[src/rtl/dump_pkg.sv]
// Shared types and helpers for the channel dump sequencer.
// Used by dump_ctrl and dump_addr_gen.
package dump_pkg;

    // Sequencer states: EEPROM calibration fetch, then the RAM-to-UART sample loop.
    typedef enum logic [3:0] {
        IDLE,
        OFF_CMD,
        OFF_W1,
        OFF_W2,
        GAIN_CMD,
        GAIN_W1,
        GAIN_W2,
        RD,
        LAT,
        SEND,
        WTX,
        DONE
    } state_t;

    // Slave select pattern that addresses the calibration EEPROM.
    localparam logic [2:0] SS_EEP    = 3'b100;
    // Opcode in the top bits of the first SPI word for an EEPROM read.
    localparam logic [1:0] EEP_RD_OP = 2'b00;

    // Calibration byte address: channel, AFE gain, then offset(0)/gain(1) select.
    function automatic logic [5:0] eep_addr(input logic [1:0] ch,
                                            input logic [2:0] g,
                                            input logic       lsb);
        return {ch, g, lsb};
    endfunction

    // First SPI word of an EEPROM read: opcode, address, don't-care low byte.
    function automatic logic [15:0] eep_cmd(input logic [1:0] ch,
                                            input logic [2:0] g,
                                            input logic       lsb);
        return {EEP_RD_OP, eep_addr(ch, g, lsb), 8'h00};
    endfunction

endpackage

[src/rtl/dump_addr_gen.sv]
// Modulo-DEPTH read address generator for the capture RAM.
// Loaded with the oldest-sample address; each step moves one sample forward,
// wrapping at DEPTH. 'last' marks the final sample of the dump.
module dump_addr_gen
    import dump_pkg::*;
#(
    parameter int DEPTH  = 384,
    parameter int ADDR_W = 9
) (
    input  logic              clk,
    input  logic              rst,
    input  logic              load,
    input  logic [ADDR_W-1:0] base,
    input  logic              step,
    output logic [ADDR_W-1:0] addr,
    output logic              last
);

    localparam logic [ADDR_W:0]   DEPTH_W  = (ADDR_W+1)'(DEPTH);
    localparam logic [ADDR_W-1:0] LAST_IDX = ADDR_W'(DEPTH - 1);

    logic [ADDR_W-1:0] base_reg;
    logic [ADDR_W-1:0] idx_reg;
    logic [ADDR_W:0]   sum_next;
    logic [ADDR_W:0]   wrap_next;

    // Hold the start address and the sample index within the dump.
    always_ff @(posedge clk or posedge rst) begin
        if (rst) begin
            base_reg <= '0;
            idx_reg  <= '0;
        end else if (load) begin
            base_reg <= base;
            idx_reg  <= '0;
        end else if (step && (idx_reg != LAST_IDX)) begin
            idx_reg  <= idx_reg + 1'b1;
        end
    end

    // base+idx needs one extra bit before the wrap, since base can be DEPTH-1.
    always_comb begin
        sum_next  = {1'b0, base_reg} + {1'b0, idx_reg};
        wrap_next = (sum_next >= DEPTH_W) ? (sum_next - DEPTH_W) : sum_next;
    end

    assign addr = wrap_next[ADDR_W-1:0];
    assign last = (idx_reg == LAST_IDX);

endmodule

[src/rtl/dump_ctrl.sv]
// Channel dump sequencer.
// On a dump pulse: reads the offset and gain calibration bytes for the chosen
// channel/AFE-gain pair from the EEPROM over SPI (two SPI words per byte),
// strobes them into the gain corrector, then streams DEPTH corrected samples
// from the capture RAM, oldest first, to the UART one byte per handshake.
// Build option: define DUMP_ABORT_EN to add the abort input and aborted flag.
module dump_ctrl
    import dump_pkg::*;
#(
    parameter int DEPTH   = 384,
    parameter int ADDR_W  = 9,
    parameter int RAM_LAT = 1
) (
    input  logic              clk,
    input  logic              rst,
    input  logic              dump,
    input  logic [1:0]        dump_ch,
    input  logic [2:0]        ch1_AFEgain,
    input  logic [2:0]        ch2_AFEgain,
    input  logic [2:0]        ch3_AFEgain,
    input  logic [ADDR_W-1:0] start_addr,
    input  logic              SPI_done,
    output logic              wrt_SPI,
    output logic [15:0]       SPI_data,
    output logic [2:0]        ss,
    output logic              flopOffset,
    output logic              flopGain,
    output logic              ram_en,
    output logic [ADDR_W-1:0] ram_addr,
    input  logic [7:0]        corr_data,
    output logic              send_resp,
    output logic [7:0]        resp_data,
    input  logic              resp_sent,
`ifdef DUMP_ABORT_EN
    input  logic              abort,
    output logic              aborted,
`endif
    output logic              busy,
    output logic              dump_done
);

    localparam int LAT_W = (RAM_LAT > 1) ? $clog2(RAM_LAT) : 1;

    state_t            state_reg;
    logic [1:0]        ch_reg;
    logic [2:0]        g_reg;
    logic [LAT_W-1:0]  lat_cnt_reg;
    logic              wrt_spi_reg;
    logic [15:0]       spi_data_reg;
    logic [2:0]        ss_reg;
    logic              ram_en_reg;
    logic [ADDR_W-1:0] ram_addr_reg;
    logic              send_resp_reg;
    logic [7:0]        resp_data_reg;
    logic              busy_reg;
    logic              dump_done_reg;

    logic              dump_ok;
    logic              abort_now;
    logic              enter_done;
    logic              gen_step;
    logic              gen_last;
    logic [ADDR_W-1:0] gen_addr;
    logic [2:0]        sel_gain;

    // A dump is accepted only from IDLE and only for a real channel.
    assign dump_ok = dump && (dump_ch != 2'b11) && (state_reg == IDLE);

    // AFE gain of the channel being requested, captured when the dump starts.
    always_comb begin
        case (dump_ch)
            2'b00:   sel_gain = ch1_AFEgain;
            2'b01:   sel_gain = ch2_AFEgain;
            default: sel_gain = ch3_AFEgain;
        endcase
    end

`ifdef DUMP_ABORT_EN
    logic abort_req_reg;
    logic aborted_reg;

    // An abort in the same cycle as a completion still counts.
    assign abort_now = abort_req_reg | abort;
    assign aborted   = aborted_reg;

    // Sticky abort request while busy; aborted flag reported with dump_done.
    always_ff @(posedge clk or posedge rst) begin
        if (rst) begin
            abort_req_reg <= 1'b0;
            aborted_reg   <= 1'b0;
        end else begin
            if (dump_ok) begin
                abort_req_reg <= 1'b0;
                aborted_reg   <= 1'b0;
            end else if (state_reg == DONE) begin
                abort_req_reg <= 1'b0;
            end else if (abort && (state_reg != IDLE)) begin
                abort_req_reg <= 1'b1;
            end
            if (enter_done && abort_now) begin
                aborted_reg <= 1'b1;
            end
        end
    end
`else
    assign abort_now = 1'b0;
`endif

    // Early exit points: only where no SPI word or UART byte is in flight.
    always_comb begin
        enter_done = 1'b0;
        case (state_reg)
            OFF_CMD, GAIN_CMD, RD, SEND:
                enter_done = abort_now;
            OFF_W1, OFF_W2, GAIN_W1, GAIN_W2:
                enter_done = SPI_done && abort_now;
            WTX:
                enter_done = resp_sent && (abort_now || gen_last);
            default:
                enter_done = 1'b0;
        endcase
    end

    assign gen_step = (state_reg == WTX) && resp_sent && !enter_done;

    dump_addr_gen #(
        .DEPTH  (DEPTH),
        .ADDR_W (ADDR_W)
    ) u_addr_gen (
        .clk  (clk),
        .rst  (rst),
        .load (dump_ok),
        .base (start_addr),
        .step (gen_step),
        .addr (gen_addr),
        .last (gen_last)
    );

    // Main sequencer with registered handshake outputs.
    always_ff @(posedge clk or posedge rst) begin
        if (rst) begin
            state_reg     <= IDLE;
            ch_reg        <= '0;
            g_reg         <= '0;
            lat_cnt_reg   <= '0;
            wrt_spi_reg   <= 1'b0;
            spi_data_reg  <= '0;
            ss_reg        <= 3'b000;
            ram_en_reg    <= 1'b0;
            ram_addr_reg  <= '0;
            send_resp_reg <= 1'b0;
            resp_data_reg <= '0;
            busy_reg      <= 1'b0;
            dump_done_reg <= 1'b0;
        end else begin
            wrt_spi_reg   <= 1'b0;
            ram_en_reg    <= 1'b0;
            send_resp_reg <= 1'b0;
            dump_done_reg <= 1'b0;
            if (enter_done) begin
                state_reg     <= DONE;
                ss_reg        <= 3'b000;
                dump_done_reg <= 1'b1;
            end else begin
                case (state_reg)
                    IDLE: begin
                        if (dump_ok) begin
                            ch_reg    <= dump_ch;
                            g_reg     <= sel_gain;
                            busy_reg  <= 1'b1;
                            ss_reg    <= SS_EEP;
                            state_reg <= OFF_CMD;
                        end
                    end
                    OFF_CMD: begin
                        wrt_spi_reg  <= 1'b1;
                        spi_data_reg <= eep_cmd(ch_reg, g_reg, 1'b0);
                        state_reg    <= OFF_W1;
                    end
                    OFF_W1: begin
                        if (SPI_done) begin
                            wrt_spi_reg  <= 1'b1;
                            spi_data_reg <= 16'h0000;
                            state_reg    <= OFF_W2;
                        end
                    end
                    OFF_W2: begin
                        if (SPI_done) state_reg <= GAIN_CMD;
                    end
                    GAIN_CMD: begin
                        wrt_spi_reg  <= 1'b1;
                        spi_data_reg <= eep_cmd(ch_reg, g_reg, 1'b1);
                        state_reg    <= GAIN_W1;
                    end
                    GAIN_W1: begin
                        if (SPI_done) begin
                            wrt_spi_reg  <= 1'b1;
                            spi_data_reg <= 16'h0000;
                            state_reg    <= GAIN_W2;
                        end
                    end
                    GAIN_W2: begin
                        if (SPI_done) begin
                            ss_reg    <= 3'b000;
                            state_reg <= RD;
                        end
                    end
                    RD: begin
                        ram_en_reg   <= 1'b1;
                        ram_addr_reg <= gen_addr;
                        lat_cnt_reg  <= '0;
                        state_reg    <= LAT;
                    end
                    LAT: begin
                        if (lat_cnt_reg == LAT_W'(RAM_LAT - 1)) state_reg <= SEND;
                        else lat_cnt_reg <= lat_cnt_reg + 1'b1;
                    end
                    SEND: begin
                        resp_data_reg <= corr_data;
                        send_resp_reg <= 1'b1;
                        state_reg     <= WTX;
                    end
                    WTX: begin
                        if (resp_sent) state_reg <= RD;
                    end
                    DONE: begin
                        busy_reg  <= 1'b0;
                        state_reg <= IDLE;
                    end
                    default: state_reg <= IDLE;
                endcase
            end
        end
    end

    // EEP_data is only valid alongside SPI_done, so the load strobes follow it directly.
    assign flopOffset = (state_reg == OFF_W2)  && SPI_done;
    assign flopGain   = (state_reg == GAIN_W2) && SPI_done;

    assign wrt_SPI   = wrt_spi_reg;
    assign SPI_data  = spi_data_reg;
    assign ss        = ss_reg;
    assign ram_en    = ram_en_reg;
    assign ram_addr  = ram_addr_reg;
    assign send_resp = send_resp_reg;
    assign resp_data = resp_data_reg;
    assign busy      = busy_reg;
    assign dump_done = dump_done_reg;

endmodule
[config.mk]
export PLATFORM = sky130hd
export DESIGN_NAME = dump_ctrl
export DESIGN_NICKNAME = d
export VERILOG_FILES = /design/src/rtl/dump_pkg.sv /design/src/rtl/dump_addr_gen.sv /design/src/rtl/dump_ctrl.sv
export SDC_FILE = /design/constraint.sdc
export NUM_CORES = 1
export LEC_CHECK = 0
export BUFFER_PORTS_ARGS = -buffer_cell sky130_fd_sc_hd__buf_4
export CAP_MARGIN = 15
export CORE_MARGIN = 2
export CORE_UTILIZATION = 57
export CTS_BUF_LIST = sky130_fd_sc_hd__clkbuf_16
export CTS_CLUSTER_SIZE = 24
export DETAILED_ROUTE_END_ITERATION = 10
export GPL_ROUTABILITY_DRIVEN = 1
export HOLD_SLACK_MARGIN = 0.05
export PLACE_DENSITY_LB_ADDON = 0.08
export SLEW_MARGIN = 10
export SYNTH_ARGS = -nofsm -noshare
export SYNTH_HDL_FRONTEND = slang
export SYNTH_SLANG_ARGS = --single-unit
[constraint.sdc]
create_clock -name clk -period 6.6 [get_ports clk]
set_input_delay 1.32 -clock clk [delete_from_list [all_inputs] [get_ports clk]]
set_output_delay 1.32 -clock clk [all_outputs]
set_load 0.1 [all_outputs]
==> metrics.txt <==
status=completed; startpoint types=primary input; final worst-path cycle share=52.0%; Setup CP Type=primary input to output pin; Required @ worst endpoint=5.28 ns; most common cell after layout, fill and taps aside=buf_4; top cell type's share of synthesized area=47.6%; synth warn=0; initial antenna violation count=0; layout cells sized above 1=22.8%; clk sink count=56; Top FF cell, synth=dfrtp_1; Critical Path Fanout Max=6; Detailed Routing Iterations Pass 1=4; Fmax=0.292 GHz; global-route wire length before repair=9760 um; max_slew headroom=53.1%; share of flip-flops with an asynchronous set or reset=100%; endpoints failing setup=0; n_diodes=0; worst clock skew=0.00834 ns; max-cap viol count=0; vias in the first global route=2135; Syn Std Cell Area=0.00294 mm2; grt total ovfl=0; Residual DRC=0; Max VDD drop=0.260 mV; data arrival time of the worst path=2.11 ns; largest net degree at the start of global routing=57; Layout Cells excl Fill=442; Post-CTS Setup Inserts=0; Worst-Skew Late Latency=0.29 ns; Inserted Clock Buffers=5; Worst-Margin Slew=0.704 ns; CTS clk-pin slew, worst paths=0.06 ns; Seq/Total Area, Yosys=47.6%; number of synthesized flops with an enable pin=0; Worst Hold Path Cells=2; Ports=76; CTS Hold Buffers Added=0; CTS tree=done; htree depth=2; Pwr per Cell Area=518 mW/mm2; WL per Instance=13.4 um; RSZ-0062 raised after global routing=false; Clock Tree Buf Depth=2; ratio of routed vias to standard cells=5.35; Lkg Pwr=1.81 nW; min Tclk post-route=3.43 ns; Total Routing Usage GR=22.3%; die height=75.9 um; Yosys top cell by area=dfrtp_1; max-slew violation count=0; DIE AREA=0.00576 mm2; final hold vios=0; Hold Path Class=register to register; FF-to-FF path depth=9; Critical Path Sink Type=output pin; port bufs=63; DP Cell Count=434; average size of a mapped cell=9.41 um2; HPWL after detailed placement=4280 um; via count=2365; top post-synthesis cells by area=dfrtp_1 (48%), nand2_1 (7.3%), ha_1 (4.2%); Iter 0 DRT Violations=115; area grow syn2layout=21.0%; Std-Cell Rows=26; Gate Count Post-Synth=313; Core Region=0.00504 mm2; fin nets=415; Fillers=399; register bit total from synthesis=56; most frequent cells in the layout=buf_4 (65), nand2_1 (57), dfrtp_1 (56); Total Wirelength=5920 um; Starting Density=58.4%; post-route ant nets=0; Die Width=75.9 um; GPL Wtd Cong=0.747; Netlist cell types=49; Final TNS setup=0 ns; post-cts sizing count=0; clock root buffer=clkbuf_16
==> per-stage QoR <==
stage / setup WS, ns / power, W / hold WS (ns) / area [um2] / utilization, %
after floorplan: 1.63 / 0.00139 / 0.447 / 2990 / -
after global placement: 3.21 / 0.00157 / 0.459 / 3420 / 67.8
after detailed placement: 3.18 / 0.00160 / 0.463 / 3420 / 67.8
after CTS: 3.18 / 0.00186 / 0.480 / 3560 / 70.7
after global routing: 3.09 / 0.00196 / 0.507 / 3560 / 70.7
final: 3.17 / 0.00184 / 0.477 / 3560 / 70.7
==> cell type report <==
cell class,instances,area (um2),share of cell area (%)
tap,70,87.6,2.46
clock buffer,5,125,3.51
multi-input combinational,233,1410,39.4
clock inverter,3,18.8,0.527
timing repair buffer,65,488,13.7
inverter,10,37.5,1.05
sequential,56,1400,39.3
==> final timing paths <==
check	from	to	slack [ns]
worst max register to register	u_addr_gen.idx_reg[0]	ram_addr[7]	4.04
max in group asynchronous	rst	u_addr_gen.base_reg[0]	4.90
min in group asynchronous	rst	ram_addr[7]	1.22
worst min-delay path	ram_addr[0]	ram_addr[0]	0.48
worst max-delay path	SPI_done	flopGain	3.17
worst min register to register	ram_addr[0]	ram_addr[0]	0.48
==> metal layers <==
metal | vias up | wire, um | global-route usage (%)
li1 | 1173 | - | -
met1 | 1105 | 2730 | 30.4
met2 | 80 | 2710 | 36.1
met3 | 7 | 393 | 4.89
met4 | 0 | 82 | 6.24
met5 | - | 0 | 0
==> power by group <==
group | switching [W] | internal [W] | leakage [nW]
Clock | 0.000118 | 0.000140 | 0.0736
Sequential | 0.000110 | 0.000463 | 0.721
Combinational | 0.000757 | 0.000256 | 1.02
Total | 0.000985 | 0.000859 | 1.81
==> worst max-delay path, stage by stage <==
cell and delay [ns]:
buf_4 0.11, nand2_1 0.10, nor3_1 0.24, buf_4 0.34
==> cell usage after synthesis, drive strengths merged, types with 2 or more instances <==
| master | instances |
|---|---|
| a22o | 5 |
| mux2 | 8 |
| nor3b | 2 |
| xnor2 | 4 |
| nor4 | 2 |
| a211oi | 4 |
| o21a | 2 |
| nor3 | 7 |
| inv | 10 |
| and3 | 4 |
| mux2i | 3 |
| o21ai | 22 |
| nor2b | 3 |
| dfrtp | 56 |
| clkbuf | 11 |
| nand2b | 8 |
| nand4 | 2 |
| nor2 | 24 |
| nand2 | 57 |
| buf | 14 |
| xor2 | 9 |
| ha | 10 |
| a21oi | 13 |
| a31oi | 4 |
| nand3 | 4 |
| a21o | 4 |
==> cells by family after synthesis <==
family | count (synthesis) | synth area share (%)
adder cells (fa/ha/maj) | 11 | 4.93
AO/OA/AOI/OAI | 67 | 14.9
multiplexers | 11 | 4.08
buffers and inverters | 35 | 6.08
flip-flops | 56 | 47.6
other | 1 | 0.127
AND/OR/NAND/NOR | 119 | 18.4
XOR/XNOR | 13 | 3.87
No activity file was read; power rests on OpenSTA's default activity.
